<file path="config.mk">
export PLATFORM = sky130hd
export DESIGN_NAME = pipe_reg_sync_rst
export DESIGN_NICKNAME = d
export VERILOG_FILES = /design/src/rtl/pipe_pkg.sv /design/src/rtl/pipe_stage.sv /design/src/rtl/pipe_reg_sync_rst.sv
export SDC_FILE = /design/constraint.sdc
export NUM_CORES = 1
export LEC_CHECK = 0
export CAP_MARGIN = 10
export CORE_MARGIN = 1.5
export CORE_UTILIZATION = 52
export CTS_BUF_LIST = sky130_fd_sc_hd__clkbuf_8
export CTS_CLUSTER_DIAMETER = 120
export DETAILED_ROUTE_END_ITERATION = 10
export GPL_ROUTABILITY_DRIVEN = 0
export PLACE_DENSITY = 0.8
export REMOVE_ABC_BUFFERS = 1
export SYNTH_ARGS = -nofsm -noshare
export SYNTH_HDL_FRONTEND = slang
export SYNTH_SLANG_ARGS = --single-unit
</file>
<file path="constraint.sdc">
create_clock -name clk -period 2.1 [get_ports clk]
set_input_delay 0.42 -clock clk [delete_from_list [all_inputs] [get_ports clk]]
set_output_delay 0.42 -clock clk [all_outputs]
set_load 0.05 [all_outputs]
</file>
<file path="src/rtl/pipe_pkg.sv">
// Shared helpers for the pipelined register slice.
package pipe_pkg;

  // Width of an occupancy counter that must represent 0..depth inclusive.
  function automatic int cnt_w(input int depth);
    return $clog2(depth + 1);
  endfunction

endpackage

</file>
<file path="src/rtl/pipe_stage.sv">
// One valid/data pair of the pipeline. The stage loads whenever its
// ready is set; data only moves when a valid word arrives, so bubbles
// never disturb the held data value.
module pipe_stage
  import pipe_pkg::*;
#(
  parameter int               WIDTH     = 8,
  parameter logic [WIDTH-1:0] RESET_VAL = '0
) (
  input  logic             clk,
  input  logic             rst,
  input  logic             flush,
  input  logic             up_valid,
  input  logic [WIDTH-1:0] up_data,
  input  logic             rdy,
  output logic             v,
  output logic [WIDTH-1:0] d
);

  logic             r_v;
  logic [WIDTH-1:0] r_d;

  // Valid/data update: rst beats flush, flush beats a normal transfer.
  always_ff @(posedge clk) begin
    // NOTE: state registers use non-blocking assignments so every stage
    // samples its neighbour's pre-edge value; blocking here would let a word
    // ripple through several stages in a single clock.
    if (rst) begin
      r_v <= 1'b0;
      r_d <= RESET_VAL;
    end else if (flush) begin
      // Data is left untouched on flush; only the valid bit is cleared.
      r_v <= 1'b0;
    end else if (rdy) begin
      r_v <= up_valid;
      if (up_valid) begin
        r_d <= up_data;
      end
    end
  end

  assign v = r_v;
  assign d = r_d;

endmodule

</file>
<file path="src/rtl/pipe_reg_sync_rst.sv">
// DEPTH-stage, WIDTH-bit back-pressurable pipeline register with
// per-stage valid/ready, bubble collapsing, flush and occupancy count.
module pipe_reg_sync_rst
  import pipe_pkg::*;
#(
  parameter int               WIDTH     = 8,
  parameter int               DEPTH     = 3,
  parameter logic [WIDTH-1:0] RESET_VAL = '0
) (
  input  logic                      clk,
  input  logic                      rst,
  input  logic                      in_valid,
  output logic                      in_ready,
  input  logic [WIDTH-1:0]          in_data,
  output logic                      out_valid,
  input  logic                      out_ready,
  output logic [WIDTH-1:0]          out_data,
  input  logic                      flush,
  output logic [cnt_w(DEPTH)-1:0]   count
);

  localparam int CW = cnt_w(DEPTH);

  if (DEPTH < 1) begin : g_depth_check
    $error("pipe_reg_sync_rst: DEPTH must be at least 1");
  end
  if (WIDTH < 1) begin : g_width_check
    $error("pipe_reg_sync_rst: WIDTH must be at least 1");
  end

  logic [DEPTH-1:0] w_v;
  logic [WIDTH-1:0] w_d       [DEPTH];
  logic [DEPTH-1:0] w_rdy;
  logic [DEPTH-1:0] w_up_valid;
  logic [WIDTH-1:0] w_up_data [DEPTH];
  logic             w_accept;
  logic             w_emit;
  logic [CW-1:0]    r_count;

  for (genvar i = 0; i < DEPTH; i++) begin : g_stage
    // The recursive chain rdy[i] = !v[i] | rdy[i+1] unrolls to "out_ready,
    // or some stage from i to the output is empty". Writing it flat keeps
    // the ready bits independent of one another, so no combinational
    // dependency exists between bits of the same vector.
    assign w_rdy[i] = out_ready | ~(&w_v[DEPTH-1:i]);

    if (i == 0) begin : g_head
      assign w_up_valid[i] = in_valid & ~flush;
      assign w_up_data[i]  = in_data;
    end else begin : g_body
      assign w_up_valid[i] = w_v[i-1];
      assign w_up_data[i]  = w_d[i-1];
    end

    pipe_stage #(
      .WIDTH     (WIDTH),
      .RESET_VAL (RESET_VAL)
    ) u_stage (
      .clk      (clk),
      .rst      (rst),
      .flush    (flush),
      .up_valid (w_up_valid[i]),
      .up_data  (w_up_data[i]),
      .rdy      (w_rdy[i]),
      .v        (w_v[i]),
      .d        (w_d[i])
    );
  end

  // Input side refuses words during a flush; output comes straight from
  // the last stage's flops.
  assign in_ready  = w_rdy[0] & ~flush;
  assign out_valid = w_v[DEPTH-1];
  assign out_data  = w_d[DEPTH-1];

  assign w_accept = in_valid & in_ready;
  assign w_emit   = out_valid & out_ready;

  // Occupancy: +1 on accept, -1 on emit, cleared by rst or flush.
  always_ff @(posedge clk) begin
    if (rst || flush) begin
      r_count <= '0;
    end else begin
      r_count <= r_count + CW'(w_accept) - CW'(w_emit);
    end
  end

  assign count = r_count;

endmodule
</file>
## Word-level counts from Yosys, hierarchy flattened

Cells that the tools add are included.

| word-level totals | value |
|---|---|
| bits in registers | 29 |
| bits in latches | 0 |
| memory bits (writable) | 0 |
| bits in read-only memories | 0 |
| input port bits | 13 |
| output and inout port bits | 12 |
| word-level logic and storage cells | 27 |
| memories kept | 0 |

| operators by class | value |
|---|---|
| add/sub/neg operators | 2 |
| multipliers | 0 |
| div/mod/pow operators | 0 |
| magnitude comparators | 0 |
| equality and inequality tests | 0 |
| shift operators | 0 |
| mux-type cells | 0 |
| bitwise gates (word level) | 11 |
| reductions and logical operators | 7 |

Operators with widths:

| cell | count |
|---|---|
| $reduce_and 3->1 | 4 |
| $and 1x1->1 | 4 |
| $not 1->1 | 4 |
| $or 1x1->1 | 3 |
| $add 2x1->2 | 1 |
| $reduce_and 2->1 | 1 |
| $reduce_or 2->1 | 1 |
| $sub 2x1->2 | 1 |
| $logic_or 1x1->1 | 1 |

## Depth between registers and ports, before layout

Gate-level depths: netlist of the first run.

| logic depth | value |
|---|---|
| depth in word-level cells | 7 |
| depth in mapped cells | 10 |
| gate-level depth less buffers | 9 |

## Modules after synthesis

From an unflattened synthesis of the first run, not the netlist that was laid out.

| second synthesis, totals | value |
|---|---|
| cells, all modules | 129 |
| area total of the unflattened synthesis | 1351.3 sq um |

Modules (own cells, without submodules):

| module | times used | cells an instance | area an instance (sq um) | sequential area each (sq um) |
|---|---|---|---|---|
| pipe_stage | 3 | 38 | 399.1 | 180.2 |
| pipe_reg_sync_rst | 1 | 15 | 153.9 | 40.0 |

## Worst setup path after synthesis of the first run

OpenSTA, ideal clock, no wires.

| timing path | value |
|---|---|
| path type | reg2reg |
| start | register g_stage[2].u_stage.r_v |
| end | register r_count[1] (netlist: count[1]) |
| setup time | 0.116 ns |
| arrival time | 2.007 ns |
| data required time | 1.984 ns |
| slack | -0.023 ns |
| cell stages (with the launch flop) | 11 |
| path buffers | 1 |
| period minus slack after synthesis | 2.123 ns |
| path through | dfxtp_1 > nor2b_4 > a311oi_2 > buf_6 > inv_1 > ha_1 > inv_1 > ha_1 > xor2_1 > xnor2_1 > nor3_1 |

| on the way | value |
|---|---|
| cells in the longest elaborated chain, start to end | 7 |
| elaborated cells on any way between the ends | 8 |
| those cells by class | 2 x add/sub; 5 x bitwise; 1 x reduce/logical |

RTL lines:

| what | RTL line | text |
|---|---|---|
| start: declaration | pipe_stage.sv:20 | `logic r_v;` |
| start signal: assignment | pipe_stage.sv:35 | `r_v <= up_valid;` |
| $reduce_and 3->1 | pipe_reg_sync_rst.sv:45 | `assign w_rdy[i] = out_ready \| ~(&w_v[DEPTH-1:i]);` |
| $not 1->1 | pipe_reg_sync_rst.sv:45 |  |
| $or 1x1->1 | pipe_reg_sync_rst.sv:45 |  |
| $and 1x1->1 | pipe_reg_sync_rst.sv:72 | `assign in_ready = w_rdy[0] & ~flush;` |
| $and 1x1->1 | pipe_reg_sync_rst.sv:76 | `assign w_accept = in_valid & in_ready;` |
| $add 2x1->2 | pipe_reg_sync_rst.sv:84 | `r_count <= r_count + CW'(w_accept) - CW'(w_emit);` |
| $sub 2x1->2 * | pipe_reg_sync_rst.sv:84 |  |
| end signal: assignment | pipe_reg_sync_rst.sv:84 |  |
| end: declaration | pipe_reg_sync_rst.sv:38 | `logic [CW-1:0] r_count;` |

Every way passes the cells marked *; elsewhere a longest branch is shown, timed or not.
A chain may end at the register's enable or synchronous reset.

## Worst setup path in the final report of the first run

| timing path | value |
|---|---|
| start | input in_valid |
| end | register r_count[1] (netlist: count[1]) |

| on the way | value |
|---|---|
| cells in the longest elaborated chain, start to end | 3 |

RTL lines:

| what | RTL line | text |
|---|---|---|
| start: declaration | pipe_reg_sync_rst.sv:12 | `input logic in_valid,` |
| $and 1x1->1 | pipe_reg_sync_rst.sv:76 |  |
| $add 2x1->2 | pipe_reg_sync_rst.sv:84 |  |
| $sub 2x1->2 | pipe_reg_sync_rst.sv:84 |  |

Every way passes these cells.

==> flow_summary.yaml, run 1 <==
run_status:
  status: "finished clean"
cells_and_area:
  n_antenna_cell: 0
  syn2layout_area_growth_pct: 30.3
  nets: 169
  final_cell_mix: "dfxtp_1, nand2b_1, clkdlybuf4s50_1"
  fin_cells: 183
  design_area_um2: 1640
  drive_gt1_share_pct: 12.9
  final_common_cell: "dfxtp_1"
timing:
  maxSlewViolCount: 0
  hold_viol: 0
  finClkSkew_ns: 0.00300
  slew_headroom_pct: 66.8
  finalSetupViolations: 0
  rsz0062_at_grt: "false"
  worst_pin_slew_ns: 0.497
  period_needed_ns: 1.96
  fin_crit_sh_pct: 93.2
  max_freq_mhz: 511
global_routing:
  grt_pass1_vias: 931
  grt_max_degree: 23
  grt-ovfl-total: 0
  groute.usage.overall_pct: 21.8
  antenna_found_initial: 0
  grt_pass1_wl_mm: 4.13
clock_network:
  cts_buffers: 5
  cts_sinks: 29
  clk_path_buf_depth: 2
  clkSlewWorstSetupHoldPaths_ns: 0.06
  worstSkewPairLatency_ns: 0.28
  cts_setup_buffers: 0
  cts_tree: "built"
  ctsHtreeMaxLevel: 2
  cts_resized: 0
  cts_root_buf: "clkbuf_8"
  postCtsHoldBufs: 0
synth:
  yosys_warnings: 0
  synth_compound_area_share_pct: 10.2
  synth_simple_gate_area_share_pct: 21.8
  avgSynthCellArea_um2: 9.90
  synthXorXnorAreaFrac_pct: 1.39
  synthAdderAreaFrac_pct: 1.99
  synth_top_flop_cell: "dfxtp_1"
  yosysSeqAreaShare_pct: 46.2
  synth-async-reset-ratio_pct: 0
  muxShareOfSynthArea_pct: 12.7
  ys_ff_latch: 29
  ys_types: 23
  synth_area_um2: 1260
  synth-edff-count: 0
  synth_top_family_by_area: "simple AND/OR/NAND/NOR gates"
  netlist_instances: 127
critical_path:
  crit_path_max_fanout: 2
  endpoint_kind: "flop"
  worst_ep_arrival_time_ns: 2.16
  required_ns: 2.31
  criticalPathCategory: "primary input to flop"
  worst_setup_path_start_kind: "primary input"
route:
  drt_wl_total_mm: 2.52
  drc: 0
  drtIter0Drc: 14
  viasPerCell: 5.22
  wire_per_inst_um: 13.8
  detail-route-antenna-nets: 0
  detail_route.first_pass.iterations: 4
  vias: 955
die:
  die_area_um2: 2720
  die_x_um: 52.2
  rows: 17
  ios: 25
  die_h_um: 52.2
  coreArea_um2: 2250
  start_util_pct: 55.8
min_path:
  holdCritPathClass: "flop to flop"
placed_design:
  dp_hpwl_mm: 1.64
  io_buffers: 24
  numPlacedInstances: 175
  post_dp_cell_area_um2: 1530
power_and_ir_drop:
  peakVddDrop_mv: 0.512
  power.density_nw_per_um2: 713
  p_leak_nw: 0.602
job:
  maxCapViolCount: 0
## area by class of cell
class                      instances  area (µm²)
fill                             171         616
multi-input combinational         85         613
sequential                        29         581
timing repair buffer              30         298
clock buffer                       7        96.3
tap                               28        35.0
inverter                           3        11.3
clock inverter                     1        5.00
## flip-flops by register name, indices dropped and copies added, names as in the netlist
register	flops
g_stage.u_stage.d	24
g_stage.u_stage.v	3
count	2
## critical path, stage by stage
cell             delay, ns
clkdlybuf4s50_1       0.48
inv_1                 0.05
a311oi_2              0.23
inv_1                 0.07
ha_1                  0.27
inv_1                 0.04
ha_1                  0.19
xor2_2                0.15
xnor2_1               0.12
nor3_1                0.13
## stage by stage
step	setup WS [ns]	setup TNS, ns	hold WS (ns)	power [mW]	util, %
2_1_floorplan	-0.382	-0.614	0.438	0.622	-
3_3_place_gp	-0.176	-0.227	0.455	0.672	67.8
3_5_place_dp	-0.286	-0.393	0.455	0.675	67.8
4_1_cts	0.00492	0	0.468	1.18	72.3
5_1_grt	0.0379	0	0.476	1.20	72.7
6_report	0.143	0	0.464	1.17	72.7
## Yosys cell counts, types with 3 or more instances
library cell,count,area [µm²]
buf_2,6,30.0
dfxtp_1,29,581
nand2b_1,26,163
a21oi_1,9,45.0
nor3_1,4,20.0
o21ai_0,8,40.0
mux2i_1,16,160
inv_1,3,11.3
nand3_1,8,40.0
## power breakdown
group	switching [mW]	leakage, nW	total (mW)	internal, mW
logic	0.0431	0.313	0.0965	0.0534
registers	0.00544	0.235	0.567	0.561
clock network	0.210	0.0542	0.506	0.296
total	0.259	0.602	1.17	0.910
## routing by layer
layer	up-vias	wire, µm	GRT usage [%]
li1	480	-	-
met1	450	1060	23.5
met2	19	1300	37.3
met3	6	90	5.14
met4	0	69	15.4
met5	-	0	0
## cell families (layout without fill, tap and decap cells)
group | after synthesis | in the layout
multiplexers | 16 | 16
adder cells (fa/ha/maj) | 2 | 2
XOR/XNOR | 2 | 2
flip-flops | 29 | 29
buffers and inverters | 13 | 41
AO/OA/AOI/OAI | 21 | 21
AND/OR/NAND/NOR | 44 | 44
## final timing paths
path	start	endpoint	slack, ns	cells past startpoint
min	g_stage[1].u_stage.d[1]	g_stage[2].u_stage.d[1]	0.46	2
min reg2reg	g_stage[1].u_stage.d[1]	g_stage[2].u_stage.d[1]	0.46	2
max reg2reg	g_stage[2].u_stage.v	count[1]	0.26	9
max	in_valid	count[1]	0.14	10
Power figures use the tool's default switching activity.
==> run 2, diff against run 1 <==
--- a/config.mk
+++ b/config.mk
@@ -14,6 +14,7 @@
 export GPL_ROUTABILITY_DRIVEN = 0
 export PLACE_DENSITY = 0.8
 export REMOVE_ABC_BUFFERS = 1
+export SLEW_MARGIN = 20
 export SYNTH_ARGS = -nofsm -noshare
 export SYNTH_HDL_FRONTEND = slang
 export SYNTH_SLANG_ARGS = --single-unit
==> results of run 2 <==
Final layout, timing and power as in run 1 (identical DEF).
==> run 3, diff against run 2 <==
--- a/config.mk
+++ b/config.mk
@@ -7,12 +7,12 @@
 export LEC_CHECK = 0
 export CAP_MARGIN = 10
 export CORE_MARGIN = 1.5
-export CORE_UTILIZATION = 52
+export CORE_UTILIZATION = 56
 export CTS_BUF_LIST = sky130_fd_sc_hd__clkbuf_8
 export CTS_CLUSTER_DIAMETER = 120
 export DETAILED_ROUTE_END_ITERATION = 10
 export GPL_ROUTABILITY_DRIVEN = 0
-export PLACE_DENSITY = 0.8
+export PLACE_DENSITY = 0.86
 export REMOVE_ABC_BUFFERS = 1
 export SLEW_MARGIN = 20
 export SYNTH_ARGS = -nofsm -noshare
==> constraint.sdc (replaced) <==
create_clock -name clk -period 2.4 [get_ports clk]
set_input_delay 0.48 -clock clk [delete_from_list [all_inputs] [get_ports clk]]
set_output_delay 0.48 -clock clk [all_outputs]
set_load 0.05 [all_outputs]
==> run 3 against run 2 <==
Via count increased by 0.84%. Die area decreased by 6.7%. First-iteration DRC count rose by 43%. Clock skew grew 0.0028 ns. Worst setup slack better by 0.036 ns. Clock-buffer cell count down 2. Largest cell class unchanged.
==> flow_summary.yaml, run 3 (synthesis gave the netlist of run 1 again) <==
run_status:
  status: "finished clean"
cells_and_area:
  nets: 168
  drive_gt1_share_pct: 9.74
  final_cell_mix: "dfxtp_1, nand2b_1, clkdlybuf4s50_1"
  largest_register_ffs: 24
  final_common_cell: "dfxtp_1"
  fillCellCount: 153
  multi_input_area_um2: 606
  design_area_um2: 1600
  seqCellArea_um2: 581
  postLayoutCoreUtil_pct: 78.3
  n_antenna_cell: 0
  fin_cells: 181
  syn2layout_area_growth_pct: 27.2
route:
  drc: 0
  detail-route-antenna-nets: 0
  drtIter0Drc: 20
  wl_met1_mm: 1.14
  vias: 963
  dr_wl_met2_mm: 1.35
  wire_per_inst_um: 14.7
  viasPerCell: 5.32
  detail_route.first_pass.iterations: 4
  drt_wl_total_mm: 2.65
  met3_length_um: 113
  top_layer_used: "met4"
timing:
  tns_ns: 0
  rsz0062_at_grt: "false"
  hold_viol: 0
  slew_headroom_pct: 60.2
  worst_slack_ns: 0.180
  holdWs_ns: 0.470
  finClkSkew_ns: 0.00578
  worst_pin_slew_ns: 0.595
  period_needed_ns: 2.22
  maxSlewViolCount: 0
  finalSetupViolations: 0
  fin_crit_sh_pct: 92.5
  max_freq_mhz: 450
critical_path:
  endpoint_kind: "output port"
  regToRegSetupSlack_ns: 0.54
  worst_setup_path_start_kind: "primary input"
  required_ns: 1.92
  criticalPathCategory: "primary input to output port"
  worst_ep_arrival_time_ns: 1.74
  crit_path_max_fanout: 13
power_and_ir_drop:
  finalPower_mw: 0.951
  power.density_nw_per_um2: 595
  peakVddDrop_mv: 0.535
  p_leak_nw: 0.586
clock_network:
  cts_setup_buffers: 0
  worstSkewPairLatency_ns: 0.28
  cts_root_buf: "clkbuf_8"
  clkSlewWorstSetupHoldPaths_ns: 0.06
  cts_tree: "built"
  cts_resized: 0
  ctsHtreeMaxLevel: 2
  postCtsHoldBufs: 0
  cts_buffers: 5
  cts_sinks: 29
  clk_path_buf_depth: 2
die:
  die_x_um: 50.4
  die_h_um: 50.4
  die_area_um2: 2540
  ios: 25
  start_util_pct: 61.6
  rows: 16
  coreArea_um2: 2040
placed_design:
  numPlacedInstances: 173
  dp_hpwl_mm: 1.82
  post_dp_cell_area_um2: 1520
  io_buffers: 24
  pre_cts_ws_ns: -0.0569
global_routing:
  grt_max_degree: 21
  groute.usage.overall_pct: 25.0
  grt_pass1_wl_mm: 4.59
  antenna_found_initial: 0
  grt_pass1_vias: 1009
  grt-ovfl-total: 0
min_path:
  holdCritPathClass: "flop to flop"
job:
  maxCapViolCount: 0
run 3: worst max-delay path, cell delays in order:
cell,delay [ns]
clkdlybuf4s50_1,0.54
nor2b_4,0.06
buf_4,0.18
a31oi_1,0.29
buf_12,0.18
run 3: metal layers:
layer	GRT usage, %	up-vias
li1	-	479
met1	28.3	459
met2	43.0	20
met3	8.04	5
met4	10.8	0
met5	0	-
run 3: final cells by class:
type                            instances  share of cell area [%]
Clock buffer                            5                    4.30
Timing Repair Buffer                   29                    18.0
Inverter                                3                   0.704
Clock inverter                          3                   0.704
Multi-Input combinational cell         85                    37.9
Tap cell                               27                    2.11
Sequential cell                        29                    36.3
run 3: path summary, 6_finish.rpt:
path / startpoint / depth (start not counted) / to
worst max-delay path: out_ready / 5 / in_ready
worst min-delay path: g_stage[1].u_stage.d[1] / 2 / g_stage[2].u_stage.d[1]
worst max register to register: g_stage[2].u_stage.v / 9 / count[1]
worst min register to register: g_stage[1].u_stage.d[1] / 2 / g_stage[2].u_stage.d[1]
run 3: where the power goes:
part / internal (mW) / total (mW) / switching (mW)
logic: 0.0468 / 0.0852 / 0.0384
registers: 0.491 / 0.496 / 0.00492
clock network: 0.192 / 0.370 / 0.177
